--- config.mk ---
export PLATFORM = sky130hd
export DESIGN_NAME = alu_logic_sliced
export DESIGN_NICKNAME = d
export VERILOG_FILES = /design/src/rtl/alu_logic_sliced.sv
export SDC_FILE = /design/constraint.sdc
export NUM_CORES = 1
export LEC_CHECK = 0
export CAP_MARGIN = 20
export CORE_MARGIN = 4
export CORE_UTILIZATION = 30
export CTS_CLUSTER_SIZE = 16
export DETAILED_ROUTE_END_ITERATION = 16
export HOLD_SLACK_MARGIN = 0.1
export MAX_ROUTING_LAYER = met4
export PLACE_DENSITY = 0.54
export SLEW_MARGIN = 20
export SYNTH_ARGS = -nofsm -noshare
export SYNTH_HDL_FRONTEND = slang
export SYNTH_SLANG_ARGS = --single-unit
--- constraint.sdc ---
create_clock -name AluClock -period 4.9 [get_ports AluClock]
set_input_delay 0.49 -clock AluClock [delete_from_list [all_inputs] [get_ports AluClock]]
set_output_delay 0.49 -clock AluClock [all_outputs]
set_load 0.03 [all_outputs]
--- src/rtl/alu_logic_sliced.sv ---
// alu_logic_sliced: any 2-input bitwise function of LHS/RHS, chosen by a 4-bit truth table,
// evaluated SLICE bits per clock under a Start/Ready/Valid handshake.
module alu_logic_sliced #(
  parameter int WIDTH = 16,
  parameter int SLICE = 8
) (
  input  logic             AluClock,
  input  logic             Reset,
  input  logic             Start,
  output logic             Ready,
  input  logic [3:0]       Func,
  input  logic [WIDTH-1:0] LHS,
  input  logic [WIDTH-1:0] RHS,
  output logic [WIDTH-1:0] Logic,
  output logic             Zero,
  output logic             Valid
);

  localparam int NSLICES = (SLICE > 0) ? (WIDTH / SLICE) : 1;
  localparam int CW      = (NSLICES > 1) ? $clog2(NSLICES) : 1;
  localparam bit BAD_CFG = (SLICE < 1) ? 1'b1 : ((WIDTH % SLICE) != 0);
  localparam logic [CW-1:0] LAST = CW'(NSLICES - 1);

  generate
    if (BAD_CFG || (NSLICES < 1)) begin : g_bad_cfg
      $error("alu_logic_sliced: WIDTH must be a positive multiple of SLICE");
    end
  endgenerate

  // Bit i of the result is entry {a[i],b[i]} of the truth table.
  function automatic logic [SLICE-1:0] apply_table(
    input logic [3:0]       tt,
    input logic [SLICE-1:0] a,
    input logic [SLICE-1:0] b
  );
    logic [SLICE-1:0] r;
    r = {SLICE{1'b0}};
    for (int i = 0; i < SLICE; i++) begin
      r[i] = tt[{a[i], b[i]}];
    end
    return r;
  endfunction

  typedef enum logic [0:0] {
    IDLE = 1'b0,
    BUSY = 1'b1
  } state_t;

  state_t           state_r;
  state_t           state_next_s;
  logic [CW-1:0]    cnt_r;
  logic [3:0]       func_r;
  logic [WIDTH-1:0] lhs_r;
  logic [WIDTH-1:0] rhs_r;
  logic [WIDTH-1:0] acc_r;
  logic [WIDTH-1:0] logic_r;
  logic             zero_r;
  logic             valid_r;

  logic             accept_s;
  logic             last_s;
  logic [SLICE-1:0] lhs_slice_s;
  logic [SLICE-1:0] rhs_slice_s;
  logic [WIDTH-1:0] acc_next_s;

  // Next-state decode: accept in IDLE, finish on the last slice in BUSY.
  always_comb begin
    state_next_s = state_r;
    accept_s     = 1'b0;
    last_s       = 1'b0;
    case (state_r)
      IDLE: begin
        if (Start) begin
          state_next_s = BUSY;
          accept_s     = 1'b1;
        end else begin
          state_next_s = IDLE;
        end
      end
      BUSY: begin
        if (cnt_r == LAST) begin
          state_next_s = IDLE;
          last_s       = 1'b1;
        end else begin
          state_next_s = BUSY;
        end
      end
      default: begin
        state_next_s = IDLE;
      end
    endcase
  end

  // Current slice of the latched operands merged into the accumulator.
  always_comb begin
    lhs_slice_s = lhs_r[int'(cnt_r) * SLICE +: SLICE];
    rhs_slice_s = rhs_r[int'(cnt_r) * SLICE +: SLICE];
    acc_next_s  = acc_r;
    acc_next_s[int'(cnt_r) * SLICE +: SLICE] = apply_table(func_r, lhs_slice_s, rhs_slice_s);
  end

  // State register.
  always_ff @(posedge AluClock) begin
    if (Reset) begin
      state_r <= IDLE;
    end else begin
      state_r <= state_next_s;
    end
  end

  // Slice counter, operand latches and accumulator.
  always_ff @(posedge AluClock) begin
    if (Reset) begin
      cnt_r  <= {CW{1'b0}};
      func_r <= 4'b0000;
      lhs_r  <= {WIDTH{1'b0}};
      rhs_r  <= {WIDTH{1'b0}};
      acc_r  <= {WIDTH{1'b0}};
    end else if (accept_s) begin
      cnt_r  <= {CW{1'b0}};
      func_r <= Func;
      lhs_r  <= LHS;
      rhs_r  <= RHS;
      acc_r  <= {WIDTH{1'b0}};
    end else if (state_r == BUSY) begin
      cnt_r  <= last_s ? {CW{1'b0}} : (cnt_r + CW'(1));
      acc_r  <= acc_next_s;
    end
  end

  // Result, Zero and the one-cycle Valid pulse change only on completion or reset.
  always_ff @(posedge AluClock) begin
    if (Reset) begin
      logic_r <= {WIDTH{1'b0}};
      zero_r  <= 1'b0;
      valid_r <= 1'b0;
    end else if (last_s) begin
      logic_r <= acc_next_s;
      zero_r  <= (acc_next_s == {WIDTH{1'b0}});
      valid_r <= 1'b1;
    end else begin
      valid_r <= 1'b0;
    end
  end

  assign Ready = (state_r == IDLE);
  assign Logic = logic_r;
  assign Zero  = zero_r;
  assign Valid = valid_r;

endmodule
==> flow_summary.ini <==
[routing]
first_iter_violations = 81
vias = 2319
via_per_inst = 4.72
route.detailed.drc = 0
firstDrtPassIters = 4
postRouteAntennaNets = 0
routedWlPerCell_um = 13.9
routed_wl_um = 6840

[floorplan]
die-area_um2 = 10800
die_x_um = 104
core_area_um2 = 8850
rows = 34
dieHeight_um = 104
io_pins = 58
initial_core_util_pct = 31.3

[critical_path]
endpoint_kind = flop
critPathMaxFanout = 23
crit_required_ps = 5130
critical_path_class = flop to flop
cp-start-kind = flop
cp.arrival_ps = 2790

[placement]
port-buffer-count = 57
gp_congestion = 0.843
dp.final_hpwl_um = 5010
dp_slack_ps = 2340
dp_cells = 475
place_area_um2 = 3390

[clock_tree]
post_cts_buffers = 0
cts_tree = built
path_clk_slew_ps = 70
cts_buffers = 9
cts_max_level = 3
clk_latency_ps = 340
cts_resized = 0
clockBufferDepth = 2
cts_sinks = 68
cts_hold_buf = 0
cts-root-buf = clkbuf_8

[min_path]
hp-class = flop to flop

[finish]
final_layout_size_suffix_gt1_share_pct = 7.83
n_fill_cell = 917
insertedDiodeCount = 0
synthToLayoutAreaGrowth_pct = 30.2
final_cells = 491
fin_util_pct = 40.8
layout.nets = 417
post-route-cell-area_um2 = 3610

[logic_synthesis]
synth_largest_area_cell = dfxtp_1
ys_seq_elements = 68
synth-seq-area-share_pct = 49.2
postSynthAreaPerCell_um2 = 8.39
synth_cell_types = 26
synthFlopType = dfxtp_1
yosys_warnings = 0
synth.most_common_cell = nand2_1
yosys.area.top_type_share_pct = 49.2
synth_cells = 330
netlist_area_um2 = 2770
async_reset_ff_share_pct = 0
syn_nets = 369
synth_edf_count = 0
synth.top_cells.by_area = dfxtp_1, nand2_1, a21oi_1
synthTopCellsByCount = nand2_1, dfxtp_1, a21oi_1

[power_and_ir_drop]
vdd_drop_max_uv = 110
power_density_nw_per_um2 = 343
leakage_nw = 1.26

[timing]
min_period_ps = 2560
clock_skew_ps = 8.18
rsz0062_at_grt = no
final.setup.tns_ps = 0
setup_viol = 0
hold_viol = 0
finalWorstSetupSlack_ps = 2340
tightestPinTransition_ps = 1060
layout_worst_path_cycle_share_pct = 52.2
fmax_mhz = 391
drv_slew = 0
max-slew-margin-rel_pct = 29.0

[outcome]
status = finished, final reports clean

[grt]
grt_pass1_vias = 2212
overflow = 0
grt_max_degree = 57
grt_pass1_wl_um = 11200
grt.total_usage_pct = 13.2
antenna_found_initial = 0

[run]
cap_violations = 0
==> cell usage in the layout, fill, tap and decap left out, drive strengths merged, types with 2 or more instances in the layout <==
cell type / netlist / layout
bufinv: 0 / 2
mux2i: 19 / 19
nand2: 122 / 122
a21oi: 67 / 67
nor2b: 2 / 2
clkbuf: 17 / 11
mux4: 7 / 7
nor2: 5 / 5
clkinv: 0 / 3
nor4: 3 / 3
buf: 6 / 4
dfxtp: 68 / 68
clkdlybuf4s50: 0 / 56
and2: 3 / 3
==> path summary, 6_finish.rpt <==
check | slack (ps) | depth (start not counted) | end | startpoint
worst max-delay path | 2340 | 4 | Zero$_SDFFE_PP0P_ | cnt_r$_SDFFE_PP0P_
worst min-delay path | 450 | 2 | rhs_r[4]$_SDFFE_PP0P_ | rhs_r[4]$_SDFFE_PP0P_
worst max register to register | 2340 | 4 | Zero$_SDFFE_PP0P_ | cnt_r$_SDFFE_PP0P_
worst min register to register | 450 | 2 | rhs_r[4]$_SDFFE_PP0P_ | rhs_r[4]$_SDFFE_PP0P_
==> cell type report <==
class	instances	area, um2	area share, %
Timing Repair Buffer	60	596	16.5
Sequential cell	68	1360	37.8
Inverter	1	3.75	0.104
Tap cell	108	135	3.75
Clock inverter	5	75.1	2.08
Clock buffer	11	141	3.92
Multi-Input combinational cell	238	1290	35.9
==> per-layer routing <==
layer | wire length, um | vias to the layer above | part of all wire [%] | track usage (%)
li1 | - | 1196 | - | -
met1 | 3200 | 1060 | 47 | 16.1
met2 | 3210 | 54 | 47 | 21.2
met3 | 332 | 9 | 4.9 | 3.29
met4 | 99 | 0 | 1.4 | 4.84
met5 | 0 | - | 0 | -
==> sequential cells by signal, indices dropped and copies added, names as in the netlist <==
signal and count:
Zero 1, func_r 4, rhs_r 16, cnt_r 1
lhs_r 16, state_r 1, acc_r 12, Logic 16
Valid 1
==> where the power goes <==
group	switching (mW)	internal [mW]
sequential	0.0221	0.574
clock	0.207	0.298
combinational	0.0659	0.0691
==> critical path, cell delays in order, from the launching register on <==
cell and delay (ps):
dfxtp_1 1030, nand2_1 730, nand3b_1 340, o21ai_0 140, a2bb2oi_2 210
==> through the flow <==
step	hold WS (ps)	power [mW]
6_report	454	1.24
2_1_floorplan	431	0.689
3_5_place_dp	447	0.746
5_1_grt	469	1.29
4_1_cts	458	1.25
3_3_place_gp	445	0.741
==> cell families (layout without fill, tap and decap cells) <==
logic type,count (synthesis),count (layout),synth area share [%]
buf+inv,24,77,4.20
flops,68,68,49.2
mux,26,26,12.6
compound gates,70,70,13.1
simple gates,142,142,21.0
No activity file was read; power rests on OpenSTA's default activity.
